[config.mk]
export PLATFORM = sky130hd
export DESIGN_NAME = arc4_prga
export DESIGN_NICKNAME = d
export VERILOG_FILES = /design/src/rtl/arc4_prga.sv
export SDC_FILE = /design/constraint.sdc
export NUM_CORES = 1
export LEC_CHECK = 0
export ABC_CLOCK_PERIOD_IN_PS = 5600
export CORE_MARGIN = 1
export CORE_UTILIZATION = 45
export DETAILED_ROUTE_END_ITERATION = 8
export PLACE_DENSITY = 0.68
export SETUP_SLACK_MARGIN = 0.5
export SLEW_MARGIN = 0
export SYNTH_ARGS = -nofsm -noshare
export SYNTH_HDL_FRONTEND = slang
export SYNTH_SLANG_ARGS = --single-unit
[constraint.sdc]
create_clock -name clk -period 5.6 [get_ports clk]
set_input_delay 0.56 -clock clk [delete_from_list [all_inputs] [get_ports clk]]
set_output_delay 0.56 -clock clk [all_outputs]
set_load 0.02 [all_outputs]
[src/rtl/arc4_prga.sv]
// RC4 pseudo-random generation and decrypt stage.
// Reads a length-prefixed ciphertext from CT memory and generates the keystream
// from the key-scheduled S array, swapping S in place. It writes the
// length-prefixed plaintext to PT memory.
module arc4_prga (
  input  logic       clk,
  input  logic       rst_n,
  input  logic       en,
  output logic       rdy,
  output logic [7:0] s_addr,
  input  logic [7:0] s_rddata,
  output logic [7:0] s_wrdata,
  output logic       s_wren,
  output logic [7:0] ct_addr,
  input  logic [7:0] ct_rddata,
  output logic [7:0] pt_addr,
  input  logic [7:0] pt_rddata,
  output logic [7:0] pt_wrdata,
  output logic       pt_wren
);

  localparam int unsigned DW = 8;

  // Every memory read is issued in an RD_* state and its data is taken in the
  // following WAIT_* state, which matches the registered-address memory latency.
  typedef enum logic [3:0] {
    IDLE,
    RD_LEN,
    WAIT_LEN,
    WR_LEN,
    RD_SI,
    WAIT_SI,
    RD_SJ,
    WAIT_SJ,
    WR_SI,
    WR_SJ,
    RD_PAD,
    WAIT_PAD,
    WR_PT
  } state_t;

  state_t        state;
  logic [DW-1:0] len;
  logic [DW-1:0] i;
  logic [DW-1:0] j;
  logic [DW-1:0] k;
  logic [DW-1:0] si;
  logic [DW-1:0] sj;

  // PT read port is not needed for decryption.
  logic unused_pt_rddata;
  assign unused_pt_rddata = ^pt_rddata;

  // Sequencer: the state, the loop indices and all registered memory-port outputs.
  always_ff @(posedge clk or negedge rst_n) begin
    if (!rst_n) begin
      state     <= IDLE;
      rdy       <= 1'b1;
      len       <= '0;
      i         <= '0;
      j         <= '0;
      k         <= '0;
      si        <= '0;
      sj        <= '0;
      s_addr    <= '0;
      s_wrdata  <= '0;
      s_wren    <= 1'b0;
      ct_addr   <= '0;
      pt_addr   <= '0;
      pt_wrdata <= '0;
      pt_wren   <= 1'b0;
    end else begin
      case (state)
        IDLE: begin
          if (en) begin
            rdy     <= 1'b0;
            ct_addr <= '0;
            state   <= RD_LEN;
          end
        end
        RD_LEN: begin
          state <= WAIT_LEN;
        end
        WAIT_LEN: begin
          len       <= ct_rddata;
          pt_addr   <= '0;
          pt_wrdata <= ct_rddata;
          pt_wren   <= 1'b1;
          state     <= WR_LEN;
        end
        WR_LEN: begin
          pt_wren <= 1'b0;
          if (len == '0) begin
            rdy   <= 1'b1;
            state <= IDLE;
          end else begin
            k      <= DW'(1);
            i      <= DW'(1);
            j      <= '0;
            s_addr <= DW'(1);
            state  <= RD_SI;
          end
        end
        RD_SI: begin
          state <= WAIT_SI;
        end
        // Latch si and immediately launch the S[j] read with the updated j.
        WAIT_SI: begin
          si     <= s_rddata;
          j      <= DW'(j + s_rddata);
          s_addr <= DW'(j + s_rddata);
          state  <= RD_SJ;
        end
        RD_SJ: begin
          state <= WAIT_SJ;
        end
        // Writes are always issued, even when i == j (the value is then unchanged).
        WAIT_SJ: begin
          sj       <= s_rddata;
          s_addr   <= i;
          s_wrdata <= s_rddata;
          s_wren   <= 1'b1;
          state    <= WR_SI;
        end
        WR_SI: begin
          s_addr   <= j;
          s_wrdata <= si;
          s_wren   <= 1'b1;
          state    <= WR_SJ;
        end
        // Pad read follows both swap writes, so it sees the swapped S.
        WR_SJ: begin
          s_wren  <= 1'b0;
          s_addr  <= DW'(si + sj);
          ct_addr <= k;
          state   <= RD_PAD;
        end
        RD_PAD: begin
          state <= WAIT_PAD;
        end
        WAIT_PAD: begin
          pt_addr   <= k;
          pt_wrdata <= s_rddata ^ ct_rddata;
          pt_wren   <= 1'b1;
          state     <= WR_PT;
        end
        // The length is compared before k increments, so L = 255 ends without wrapping.
        WR_PT: begin
          pt_wren <= 1'b0;
          if (k == len) begin
            rdy   <= 1'b1;
            state <= IDLE;
          end else begin
            k      <= DW'(k + 1'b1);
            i      <= DW'(i + 1'b1);
            s_addr <= DW'(i + 1'b1);
            state  <= RD_SI;
          end
        end
        default: begin
          s_wren  <= 1'b0;
          pt_wren <= 1'b0;
          rdy     <= 1'b1;
          state   <= IDLE;
        end
      endcase
    end
  end

endmodule
# Word level (Yosys, flattened, before mapping)
# Cells that the tools add are included.
# totals
ff_bits,95
input_bits,27
output_inout_bits,43
wordCells,80
# classes
addsub,4
eq_ne,18
mux,23
n_bitwise,2
reduce_logical,18
# op_table
operator,count
one-hot mux 8 bit (2 select lines),7
one-hot mux 4 bit (13 select lines),1
one-hot mux 8 bit (6 select lines),1
two-way mux 8 bit,5
"equality test 4 bit, second input constant",5
OR reduction 10 bit,2
"adder 8 x 1 -> 8 bit, second input constant",2
adder 8 bit,2
"equality test 4 x 3 -> 1 bit, second input constant",4
"inequality test 2 bit, second input constant",5
nonzero test 2 bit,5
OR reduction 9 bit,1
"equality test 4 x 2 -> 1 bit, second input constant",2
equality test 8 bit,1
zero test 8 bit,1
bitwise XOR 8 bit,1
two-way mux 3 bit,2
AND reduction 3 bit,2
nonzero test 6 bit,1
"equality test 4 x 1 -> 1 bit, second input constant",1
zero test 4 bit,1
two-way mux 4 bit,1
one-hot mux 1 bit (2 select lines),2
one-hot mux 1 bit (4 select lines),1
other kinds (5),9

# Depth between registers and ports, before layout
# Gate-level depths: netlist of run 1.
# depth
ltp_word,4
mapped_depth,11
mapped_depth_nobuf,8

# Least setup slack after synthesis of run 1
# Ideal clock, no wire load.
# synth_path
path_kind,input to register
startpoint,input port s_rddata[0]
endpoint,register s_addr[6]
setup_ns,0.124
arrival_ns,2.315
required_time_ns,5.476
path_slack_ns,3.161
stages,8
path_buffers,0
cell_sequence,ha_1 > fa_1 > a21o_1 > a311o_1 > a21oi_1 > xor2_1 > nor2_1 > o31a_1
# synth_via
elab_chain_len,2
# synth_rtl
element,line,rtl
"start, declared",11,"input logic [7:0] s_rddata,"
adder 8 bit,111,s_addr <= DW'(j + s_rddata);
one-hot mux 8 bit (6 select lines),73,case (state)
"end signal, assigned",111,
"end signal, assigned",120,s_addr <= i;
"end signal, assigned",126,s_addr <= j;
"end, declared",10,"output logic [7:0] s_addr,"
# Every way passes these cells.
# A chain may end at the register's enable or synchronous reset.

# Worst setup path after layout of run 1
# layout_path
startpoint,input port s_rddata[0]
endpoint,register s_addr[4]
# The elaborated chain is that of the path after synthesis.

==> results of run 1 <==
sequential cells by signal (all words and copies together), names as in the netlist:
register   count
sj             8
i              8
state          4
s_addr         8
s_wren         1
pt_wrdata      8
k              8
ct_addr        8
pt_addr        8
s_wrdata       8
len            8
pt_wren        1
si             8
rdy            1
j              8
cells in the mapped netlist, types with 11 or more instances:
library cell   n
clkbuf_1      15
inv_1         13
ha_1          20
o21ai_0       38
a21oi_1       32
nand2_1       92
nor2_1        25
a22o_1        21
nand3_1       28
a21o_1        11
xor2_1        15
dfrtp_1       94
layout by cell type, fill, tap and decap left out, types with 7 or more instances in the layout:
cell type / Yosys / layout
o21ai_0: 38 / 38
ha_1: 20 / 20
a22o_1: 21 / 21
nor3_1: 8 / 8
a21oi_1: 32 / 32
nand3_1: 28 / 28
clkbuf_8: 0 / 9
xor2_1: 15 / 15
inv_1: 13 / 13
clkdlybuf4s50_1: 0 / 60
nor2_1: 25 / 25
a21o_1: 11 / 11
nand2_1: 92 / 92
a31oi_1: 10 / 10
mux2_2: 8 / 8
buf_4: 1 / 7
dfrtp_1: 94 / 94
cells by family after synthesis:
logic type	after synthesis	share of synthesized area, %
simple gates	190	17.5
compound gates	151	20.1
flops	95	47.3
buf+inv	40	3.83
fa+ha+maj	22	5.77
xor+xnor	20	3.48
mux	9	1.99
area by class of cell:
cell class	count	area, sq um	share of cell area, %
clock inverters	7	119	2.00
clock buffers	9	124	2.08
flip-flops and latches	95	2380	39.9
repair buffers	67	653	11.0
well taps	140	175	2.94
multi-input cells	392	2460	41.2
inverters	13	48.8	0.820
worst reg2reg max path, stage by stage, from the launching register on:
cell	delay [ps]
dfrtp_1	390
inv_1	90
ha_1	300
nand3_1	210
nor3_2	80
a31oi_2	600
nand2_2	360
or4_1	580
a21oi_1	150
power by group through the flow:
stage	Combinational, mW	Sequential (mW)	Clock [mW]
after floorplan	0.983	1.23	0
after global placement	1.49	1.18	0
after detailed placement	1.53	1.19	0
after CTS	1.54	1.18	0.555
after global routing	1.70	1.22	0.582
final	1.54	1.18	0.549
metal layers:
| layer | global-route usage, % | part of all wire (%) | vias to the layer above |
|---|---|---|---|
| met4 | 9.49 | 2.4 | 0 |
| met3 | 3.39 | 5.7 | 22 |
| met1 | 32.1 | 46 | 2033 |
| li1 | - | - | 2001 |
| met2 | 35.3 | 46 | 143 |
| met5 | 0 | 0 | - |
worst paths after layout:
check / start / end
max: s_rddata[0] / s_addr[4]
min: rst_n / i[6]
max reg2reg: state[2] / k[7]
min reg2reg: s_wrdata[5] / s_wrdata[5]
max in group asynchronous: rst_n / pt_addr[4]
min in group clk: s_wrdata[5] / s_wrdata[5]
==> impl_metrics.ini, run 1 <==
[outcome]
outcome = completed

[place]
dp_hpwl_um = 8800
dpl_cell_area_sq_um = 5710
port_buffers = 61
place_congestion = 0.883
post-place-ws_ps = 2330
dpl.cell_count = 707

[critical_path]
crit_chain = clkdlybuf4s50_1 > ha_1 > fa_1 > a21o_1 > a21oi_1 > xor2_1 > nor2_1 > a2111oi_0 > o21ai_0
crit_type = in -> reg
reg2reg_slack_ps = 2760
crit_arrival_ps = 3120
crit_path_start_kind = input pin
max_stage_delay_ps = 570
critical_path_peak_fanout = 6
path_buf_inv = 1
worstPathRequired_ps = 5840
crit_path_end_kind = flip-flop
cp.depth = 9
r2r_cells = 8
critPathSlowestCell = a2111oi_0
path_delay_family = compound AO/OA/AOI/OAI gates

[power]
p_leak_nw = 2.70
clockPowerShare_pct = 16.8
total_power_mw = 3.27
power_density_nw_per_um2 = 549
intPower_mw = 1.92
combPwrFrac_pct = 47.0
p_switching_mw = 1.35
peakVddDrop_uv = 286
seqPwrFrac_pct = 36.2
switching_share_pct = 41.4

[floorplanning]
fp.dieH_um = 108
pin_count = 70
die_w_um = 108
core_sq_um = 10800
start_util_pct = 46.4
row_count = 38
dieArea_sq_um = 11600

[synthesis]
yosys.area.top_type = dfrtp_1
ys_types = 56
synth_top_area_share_pct = 46.8
syn_inst = 527
syn-mean-instance-area_sq_um = 9.54
synth-main-ff-cell = dfrtp_1
ys_seq_area_share_pct = 47.3
ys_ff_latch = 95
yosysWarnings = 0
synth.area.top_cells = dfrtp_1 (47%), nand2_1 (6.9%), ha_1 (5.0%), o21ai_0 (3.8%), a22o_1 (3.7%)
syn-num-nets = 576
synth_area_sq_um = 5030
synth_edf_count = 0
async_flop_share_pct = 100

[detailed_routing]
initialDrtViolationCount = 215
wl_um = 12500
wire_per_inst_um = 17.3
ant_nets = 0
via_count = 4199
drc = 0
dr.pass1.iters = 5
vias_per_cell = 5.81

[layout]
stdcell_area_sq_um = 5950
instances_no_fill = 723
final_nets = 627
syn_to_final_growth_pct = 18.4
diodes = 0
n_fill_cell = 1013
drive_above_1_share_pct = 8.23
fin_util_pct = 54.9

[timing]
slew_viol_final = 0
post-route-min-period_ps = 2870
rsz0062_at_grt = no
hold-worst-slack_ps = 101
clock_skew_ps = 14.6
period_share_pct = 51.3
worstMarginPinSlew_ps = 896
fin_ws_ps = 2730
tns_ps = 0
relSlewSlack_pct = 39.7
setup_violations = 0
final-hold-violation-count = 0
fmax_mhz = 348

[global_route]
globalRouteOverflowTotal = 0
grt_pass1_vias = 3985
grt_usage_pct = 22.9
antenna_found_initial = 0
grt_pass1_wl_um = 20100
grt_max_degree = 65

[clock_tree]
cts-hold-fix-buffers = 0
cts_made_buffers = 9
clk_transition_reported_paths_ps = 100
cts-root-buf = clkbuf_8
cts_setup_buffers = 0
clockBufferDepth = 2
cts_tree = yes
htreeDepth = 3
cts-resized-gates = 0
clock_latency_ps = 380
cts.sinks = 95

[flow_run]
drv_cap = 0

[hold_path]
hp-class = in -> async
No activity file was read; power rests on OpenSTA's default activity.
==> run 2, diff against run 1 <==
Settings changed: ABC_CLOCK_PERIOD_IN_PS 5600 to 2900.
Clock period 5.6 ns to 2.9 ns, I/O delays scaled along.
==> run 2 against run 1 <==
  * Via count up 0.60%
  * Worst setup slack worse by 2100 ps
  * Critical path depth unchanged
==> impl_metrics.ini, run 2 (synthesized netlist as in run 1, its figures left out) <==
[hold_path]
hp-class = in -> async

[timing]
final-hold-violation-count = 0
clock_skew_ps = 9.10
hold-worst-slack_ps = 10.6
slew_viol_final = 0
setup_violations = 0
post-route-min-period_ps = 2300
fmax_mhz = 434
worstMarginPinSlew_ps = 870
tns_ps = 0
relSlewSlack_pct = 41.5
fin_ws_ps = 595
period_share_pct = 79.5
rsz0062_at_grt = yes

[place]
dp_hpwl_um = 9140
post-place-ws_ps = 130
place_congestion = 0.910
port_buffers = 61

[detailed_routing]
dr.pass1.iters = 4
ant_nets = 0
wire_per_inst_um = 17.4
wl_um = 12800
via_count = 4224
vias_per_cell = 5.75
initialDrtViolationCount = 199
drc = 0

[flow_run]
drv_cap = 0

[clock_tree]
cts-root-buf = clkbuf_8
cts_made_buffers = 9
clock_latency_ps = 380
cts_tree = yes
clockBufferDepth = 2
clk_transition_reported_paths_ps = 90
cts.sinks = 95
htreeDepth = 3
cts-hold-fix-buffers = 0

[critical_path]
worstPathRequired_ps = 3170
critical_path_peak_fanout = 6
crit_arrival_ps = 2570
crit_type = in -> reg
r2r_cells = 9
crit_path_end_kind = flip-flop
crit_path_start_kind = input pin

[global_route]
grt_pass1_vias = 4109
grt_usage_pct = 23.8
antenna_found_initial = 0
grt_pass1_wl_um = 20900
grt_max_degree = 63
globalRouteOverflowTotal = 0

[floorplanning]
start_util_pct = 46.4
pin_count = 70
fp.dieH_um = 108
dieArea_sq_um = 11600
core_sq_um = 10800
die_w_um = 108
row_count = 38

[layout]
multiInputGateArea_sq_um = 2510
drive_above_1_share_pct = 11.1
n_fill_cell = 1010
register_area_sq_um = 2380
syn_to_final_growth_pct = 20.5
diodes = 0
final_common_cell = dfrtp_1
final_nets = 638
final_cell_mix = dfrtp_1 (94), nand2_1 (92), clkdlybuf4s50_1 (60)

[power]
p_leak_nw = 2.74
peakVddDrop_uv = 585
power_density_nw_per_um2 = 1030

[outcome]
outcome = completed
-- run 2: final timing paths --
| path | start | to | slack, ps |
|---|---|---|---|
| max reg2reg | state[3] | s_addr[2] | 600 |
| max | s_rddata[1] | s_addr[7] | 600 |
| max in group asynchronous | rst_n | pt_addr[2] | 2210 |
| min in group clk | s_wrdata[7] | s_wrdata[7] | 480 |
| min reg2reg | s_wrdata[7] | s_wrdata[7] | 480 |
| min | rst_n | s_addr[1] | 10 |
-- run 2: cell type report --
| class | instances | area share [%] |
|---|---|---|
| inverter | 13 | 0.806 |
| clock buffer | 14 | 3.02 |
| clock inverter | 2 | 0.207 |
| timing repair buffer | 78 | 12.4 |
| sequential | 95 | 39.3 |
| multi-input combinational | 392 | 41.5 |
| tap | 140 | 2.89 |
-- run 2: critical path, stage by stage --
cell	delay [ps]
clkdlybuf4s50_1	500
buf_4	200
ha_1	300
a211oi_1	300
nor2_1	130
a41oi_1	300
a21o_1	160
a21oi_1	80
o31a_1	310
-- run 2: timing repair --
item	4_1_cts	5_1_grt
resized for setup	2	10
setup endpoints to repair	4	8
pin swaps	0	3
setup buffers	0	1
-- run 2: report_power, final --
| part | leakage [nW] | internal (mW) | switching (mW) |
|---|---|---|---|
| Clock | 0.0987 | 0.405 | 0.456 |
| Sequential | 1.20 | 1.82 | 0.431 |
| Combinational | 1.44 | 1.38 | 1.73 |
-- run 2: layer usage --
| layer | routed length, um | share of wire [%] | track usage, % |
|---|---|---|---|
| met5 | 0 | 0 | 0 |
| met4 | 293 | 2.3 | 10.6 |
| met3 | 463 | 3.6 | 3.51 |
| met2 | 5950 | 47 | 36.7 |
| met1 | 6080 | 48 | 33.1 |
-- run 2: through the flow --
| step | utilization [%] | power, mW | instances | area (sq um) |
|---|---|---|---|---|
| global route | 55.9 | 6.70 | 734 | 6060 |
| finish | 55.9 | 6.23 | 734 | 6060 |
| floorplan | - | 4.28 | 527 | 5030 |
| global placement | 53.5 | 5.21 | 717 | 5800 |
| CTS | 55.4 | 6.18 | 733 | 6010 |
| detailed placement | 53.5 | 5.29 | 717 | 5800 |
